==> config.mk <==
export PLATFORM = sky130hd
export DESIGN_NAME = step_ctrl
export DESIGN_NICKNAME = d
export VERILOG_FILES = /design/src/rtl/step_ctrl.sv
export SDC_FILE = /design/constraint.sdc
export NUM_CORES = 1
export LEC_CHECK = 0
export BUFFER_PORTS_ARGS = -buffer_cell sky130_fd_sc_hd__buf_4
export CAP_MARGIN = 20
export CORE_ASPECT_RATIO = 0.7
export CORE_UTILIZATION = 45
export CTS_CLUSTER_DIAMETER = 100
export DETAILED_ROUTE_END_ITERATION = 7
export MAX_ROUTING_LAYER = met4
export PLACE_DENSITY = 0.69
export SYNTH_ARGS = -nofsm -noshare
export SYNTH_HDL_FRONTEND = slang
export SYNTH_SLANG_ARGS = --single-unit
==> constraint.sdc <==
create_clock -name clk -period 2.62 [get_ports clk]
set_input_delay 0.393 -clock clk [delete_from_list [all_inputs] [get_ports clk]]
set_output_delay 0.393 -clock clk [all_outputs]
set_load 0.03 [all_outputs]
==> src/rtl/step_ctrl.sv <==
`default_nettype none
// ============================================================================
// Module   : step_ctrl
// Purpose  : Push-button driven processor step controller offering halt,
//            single-step, fixed-length burst and free-running step modes.
// Revision : 1.0 - initial release
// ============================================================================
module step_ctrl #(
    parameter int DEBOUNCE_CYCLES = 16,
    parameter int CNT_W           = 16,
    parameter int DIV_W           = 8
) (
    input  logic             clk,
    input  logic             reset,
    input  logic             CLK_BUTT,
    input  logic [1:0]       mode,
    input  logic [CNT_W-1:0] burst_len,
    input  logic [DIV_W-1:0] run_div,
    output logic             step_en,
    output logic             busy,
    output logic             burst_done,
    output logic [CNT_W-1:0] step_count
);

    localparam int c_DB_W = (DEBOUNCE_CYCLES > 1) ? $clog2(DEBOUNCE_CYCLES) : 1;
    localparam logic [c_DB_W-1:0] c_DB_MAX = c_DB_W'(DEBOUNCE_CYCLES - 1);

    localparam logic [1:0] c_MODE_STEP  = 2'b01;
    localparam logic [1:0] c_MODE_BURST = 2'b10;
    localparam logic [1:0] c_MODE_RUN   = 2'b11;

    typedef enum logic [1:0] {
        ST_IDLE  = 2'd0,
        ST_STEP  = 2'd1,
        ST_BURST = 2'd2,
        ST_RUN   = 2'd3
    } state_t;

    logic              r_sync1;
    logic              r_sync2;
    logic              r_db_level;
    logic              r_db_prev;
    logic [c_DB_W-1:0] r_db_cnt;
    state_t            r_state;
    logic              r_step_en;
    logic              r_busy;
    logic              r_burst_done;
    logic [CNT_W-1:0]  r_remaining;
    logic [DIV_W-1:0]  r_div;
    logic [CNT_W-1:0]  r_step_count;

    logic              w_press;
    state_t            w_state_nxt;
    logic              w_step_en_nxt;
    logic              w_busy_nxt;
    logic              w_done_nxt;
    logic [CNT_W-1:0]  w_remaining_nxt;
    logic [DIV_W-1:0]  w_div_nxt;

    // Level is accepted only after a full run of disagreeing samples.
    always_ff @(posedge clk) begin
        if (reset) begin
            r_sync1    <= 1'b0;
            r_sync2    <= 1'b0;
            r_db_level <= 1'b0;
            r_db_prev  <= 1'b0;
            r_db_cnt   <= '0;
        end else begin
            r_sync1   <= CLK_BUTT;
            r_sync2   <= r_sync1;
            r_db_prev <= r_db_level;
            if (r_sync2 == r_db_level) begin
                r_db_cnt <= '0;
            end else if (r_db_cnt == c_DB_MAX) begin
                r_db_level <= r_sync2;
                r_db_cnt   <= '0;
            end else begin
                r_db_cnt <= r_db_cnt + c_DB_W'(1);
            end
        end
    end

    assign w_press = r_db_level & ~r_db_prev;

    // Outputs are decided one cycle ahead so they line up with the state.
    always_comb begin
        w_state_nxt     = r_state;
        w_step_en_nxt   = 1'b0;
        w_done_nxt      = 1'b0;
        w_remaining_nxt = r_remaining;
        w_div_nxt       = r_div;
        case (r_state)
            ST_IDLE: begin
                if (w_press) begin
                    case (mode)
                        c_MODE_STEP: begin
                            w_state_nxt   = ST_STEP;
                            w_step_en_nxt = 1'b1;
                        end
                        c_MODE_BURST: begin
                            if (burst_len != '0) begin
                                w_state_nxt     = ST_BURST;
                                w_step_en_nxt   = 1'b1;
                                w_remaining_nxt = burst_len - CNT_W'(1);
                                w_done_nxt      = (burst_len == CNT_W'(1));
                            end
                        end
                        c_MODE_RUN: begin
                            w_state_nxt = ST_RUN;
                            w_div_nxt   = '0;
                        end
                        default: begin
                        end
                    endcase
                end
            end
            ST_STEP: begin
                w_state_nxt = ST_IDLE;
            end
            ST_BURST: begin
                // r_remaining counts the steps still owed after the current one.
                if ((mode != c_MODE_BURST) || (r_remaining == '0)) begin
                    w_state_nxt     = ST_IDLE;
                    w_remaining_nxt = '0;
                end else begin
                    w_step_en_nxt   = 1'b1;
                    w_remaining_nxt = r_remaining - CNT_W'(1);
                    w_done_nxt      = (r_remaining == CNT_W'(1));
                end
            end
            ST_RUN: begin
                if (w_press || (mode != c_MODE_RUN)) begin
                    w_state_nxt = ST_IDLE;
                    w_div_nxt   = '0;
                end else if (r_div == run_div) begin
                    w_step_en_nxt = 1'b1;
                    w_div_nxt     = '0;
                end else begin
                    w_div_nxt = r_div + DIV_W'(1);
                end
            end
            default: begin
                w_state_nxt = ST_IDLE;
            end
        endcase
        w_busy_nxt = (w_state_nxt == ST_BURST) || (w_state_nxt == ST_RUN);
    end

    always_ff @(posedge clk) begin
        if (reset) begin
            r_state      <= ST_IDLE;
            r_step_en    <= 1'b0;
            r_busy       <= 1'b0;
            r_burst_done <= 1'b0;
            r_remaining  <= '0;
            r_div        <= '0;
            r_step_count <= '0;
        end else begin
            r_state      <= w_state_nxt;
            r_step_en    <= w_step_en_nxt;
            r_busy       <= w_busy_nxt;
            r_burst_done <= w_done_nxt;
            r_remaining  <= w_remaining_nxt;
            r_div        <= w_div_nxt;
            if (r_step_en) begin
                r_step_count <= r_step_count + CNT_W'(1);
            end
        end
    end

    assign step_en    = r_step_en;
    assign busy       = r_busy;
    assign burst_done = r_burst_done;
    assign step_count = r_step_count;

endmodule
`default_nettype wire

==> reports/results.txt <==
In this run, post-CTS repair resized a total of 0 instances. Across the run, the number of max-cap violations was 0. The average cell area after synthesis works out to 7.84 sq um. During placement, the flow inserted port buffers numbering 47. Timing would allow up to 416 MHz. For the number of DRC markers after the initial detailed-route iteration, the log shows 217. Setup repair after global routing left no endpoint under its margin. Compared with the post-synthesis result, the final layout area differs by 19.7%. For this block, the routed nets add up to 7330 um of wire. The number of antenna diodes came out at 0. The tools report the headroom to the max-slew limit as 0.679. The number of global-route vias before repair came out at 2,645. The post-route DRC violation count was 0; the total internal power was 1.06 mW.

The critical path is of the register to register type. After routing, the total negative slack on setup checks comes to 0 ns. The clock edge transition at the registers on the reported setup and hold paths came out at 0.10 ns. The fraction of final layout cells sized beyond drive strength 1 is 0.173. For the final core utilization, the log shows 0.569.

The switching part of the total power is 0.252, and the remaining antenna violation count is 0. The buffer type at the clock tree root is sky130_fd_sc_hd__clkbuf_8. Detailed routing inserted a total of 2,911 vias. In this run the vertical extent of the chip is 70.6 um. The count of pins over their slew limit came out at 0. The number of register bits inferred by synthesis is 53, and the number of nets produced by synthesis is 427. The routability congestion estimate from global placement was 0.936. Grouping stages by cell kind, the critical path spends the most delay in simple AND/OR/NAND/NOR gates. Buffers added to address setup during post-CTS repair amount to 0. After synthesis, the most frequently instantiated cells are sky130_fd_sc_hd__nor2_1, sky130_fd_sc_hd__dfxtp_1, sky130_fd_sc_hd__nand2_1.

After synthesis, the netlist uses 46 different library cells. The fraction of synthesis flops using an asynchronous set or reset pin was 0. The run gives 1.42 nW as the leakage power. The number of clock sinks was 53; the area of the die was 7070 sq um.

The tools report the number of antenna violations at the first check in global routing as 0. The top cell type by total area after synthesis is sky130_fd_sc_hd__dfxtp_1. STA classifies the critical path endpoint as a register. Detailed placement ended at an HPWL of 5510 um.

The post-route fraction of the period consumed by the critical path came out at 0.917. The flow ran to the end, and the final reports show no timing, DRC or antenna violations. The data required time of the worst path was 2.87 ns. The CTS buffer count is 5.

The tools report the type of origin of the critical path as a register. The maximum VDD drop came out at 0.000229 V. The first detailed-routing pass took 5 iterations. After routing the design area is 3620 sq um. The number of hold buffers added after CTS was 0. The tools report the depth of the CTS H-tree as 2. Setup violations remaining at the end of the flow were counted as 0. The most common cell in the synthesized netlist is sky130_fd_sc_hd__nor2_1. In this design, the stage delay of the slowest critical-path cell is 0.58 ns. TritonCTS built the clock tree. The power density over the cells was 390 nW/um^2; the maximum number of pins on one net before global-route repair was 38. The global-route wire length before repair came out at 12,500 um.

The number of enable-type register cells in the synthesized netlist was 0. The slowest library cell on the worst path is sky130_fd_sc_hd__or4_1. Once placement finished, the instance area stood at 3530 sq um. Using the TritonRoute via totals, the vias-per-cell ratio works out to 5.49. Total number of yosys warnings: 0. After detailed routing, the average wire length per cell comes to 13.8 um. For the starting utilization of the core area, the log shows 0.476.

The analysis attributes to net switching a power of 0.356 mW. The worst-case clock skew was 0.00718 ns. The min-delay analysis places its worst path in the category input port to register. For the worst-skew pair, the clock arrives at the later sink with an insertion delay of 0.31 ns. At the end of the flow, the number of nets in the layout was 479. For the logic gate share of total power, the log shows 0.083. Most used flip-flop cell after synthesis: sky130_fd_sc_hd__dfxtp_1. The clock passes through at most 2 buffers. Arrival time reported for the critical path endpoint: 2.66 ns. The final critical delay including setup and external delays is 2.40 ns. The top-level I/O count was 48.

The share of total power in the clock network is 0.345, and the worst-path maximum fanout is 7. The total number of placement rows was 24. Sorting the synthesized cells by area gives the leading types as sky130_fd_sc_hd__dfxtp_1, sky130_fd_sc_hd__nor2_1, sky130_fd_sc_hd__xor2_1, sky130_fd_sc_hd__xnor2_1, sky130_fd_sc_hd__ha_1. The fraction of post-synthesis cell area in the top cell type by area is 0.350, and the standard cell core area is 6370 sq um. The number of buffers and inverters on the critical path is 0. The fraction of the yosys area taken by sequential cells was 0.350; the slew at the pin with the worst max-slew slack was 0.478 ns.

The run gives 0.228 as the total routing usage reported by global routing. For the proportion of power drawn by flip-flops and latches, the log shows 0.571. The tools report the post-synthesis instance area as 3030 sq um. Traced cell by cell, the critical path runs through or4_1, or3_1, or4_4, nor4_4, o21ai_2, a21oi_2. The run gives 0 as the total grt overflow.

The horizontal die dimension was 100 um. The logs give 0 for the final number of hold-violating endpoints and 386 for the cell count after synthesis.
[power by group through the flow]
stage	Combinational, mW	Sequential [mW]	Clock [mW]
after detailed placement	0.117	0.826	0
after floorplan	0.0530	0.826	0
after global placement	0.114	0.826	0
after CTS	0.117	0.808	0.501
final	0.118	0.808	0.488
after global routing	0.129	0.808	0.531
[through the flow]
| step | cells | hold WS, ns | setup slack [ns] | power [mW] |
|---|---|---|---|---|
| floorplan | 386 | 0.414 | 0.268 | 0.879 |
| global placement | 522 | 0.427 | 0.118 | 0.941 |
| detailed placement | 522 | 0.437 | 0.0946 | 0.943 |
| CTS | 530 | 0.334 | 0.227 | 1.43 |
| global route | 530 | 0.322 | 0.0649 | 1.47 |
| finish | 530 | 0.326 | 0.218 | 1.41 |
[sequential cells by signal (all words and copies together), names as in the netlist]
| name | cells |
|---|---|
| r_div | 8 |
| r_db_prev | 1 |
| r_state | 2 |
| burst_done | 1 |
| step_en | 1 |
| r_remaining | 16 |
| r_sync1 | 1 |
| r_db_level | 1 |
| busy | 1 |
| step_count | 16 |
| r_db_cnt | 4 |
| r_sync2 | 1 |
[worst paths after layout]
check	start	endpoint	slack, ns	cells after the start
setup / recovery	r_remaining[2]	r_remaining[15]	0.22	6
hold / removal	CLK_BUTT	r_sync1	0.33	2
setup reg to reg	r_remaining[2]	r_remaining[15]	0.22	6
hold reg to reg	r_sync1	r_sync2	0.45	1
[placed cells by master (no fill, tap or decap), types with 3 or more instances in the layout]
master / count
sky130_fd_sc_hd__and3_1: 7
sky130_fd_sc_hd__mux2i_1: 3
sky130_fd_sc_hd__a31oi_1: 5
sky130_fd_sc_hd__nor2b_1: 4
sky130_fd_sc_hd__dfxtp_1: 53
sky130_fd_sc_hd__nand2_1: 31
sky130_fd_sc_hd__ha_1: 12
sky130_fd_sc_hd__or4_1: 5
sky130_fd_sc_hd__o32ai_1: 3
sky130_fd_sc_hd__nor4_1: 4
sky130_fd_sc_hd__or3_1: 6
sky130_fd_sc_hd__o211ai_1: 3
sky130_fd_sc_hd__nand2b_1: 4
sky130_fd_sc_hd__clkbuf_8: 5
sky130_fd_sc_hd__xor2_1: 24
sky130_fd_sc_hd__nor2_1: 60
sky130_fd_sc_hd__o22ai_1: 3
sky130_fd_sc_hd__nand4_1: 10
sky130_fd_sc_hd__a21oi_1: 22
sky130_fd_sc_hd__nand3_1: 11
sky130_fd_sc_hd__buf_4: 60
sky130_fd_sc_hd__nor3_1: 18
sky130_fd_sc_hd__inv_1: 11
sky130_fd_sc_hd__o21ai_0: 29
sky130_fd_sc_hd__xnor2_1: 18
[cell families after synthesis]
group	synth area share
flip-flops	0.350
AND/OR/NAND/NOR	0.277
XOR/XNOR	0.121
AO/OA/AOI/OAI	0.155
multiplexers	0.00992
adder cells (fa/ha/maj)	0.0496
buffers and inverters	0.0359
[routing by layer]
| metal | share of wire | global-route usage | vias to the layer above | routed length, um |
|---|---|---|---|---|
| li1 | - | - | 1464 | - |
| met1 | 0.49 | 0.323 | 1331 | 3610 |
| met2 | 0.41 | 0.320 | 106 | 3010 |
| met3 | 0.086 | 0.0662 | 10 | 631 |
| met4 | 0.010 | 0.0499 | 0 | 74 |
| met5 | 0 | - | - | 0 |
[final cells by class]
cell class                      instances  area, sq um
Fill cell                             622         2740
Inverter                               12         45.0
Tap cell                               91          114
Clock inverter                          3         26.3
Sequential cell                        53         1060
Clock buffer                            5         68.8
Multi-Input combinational cell        306         1860
Timing Repair Buffer                   60          450
(Power assumes the default switching activity.)
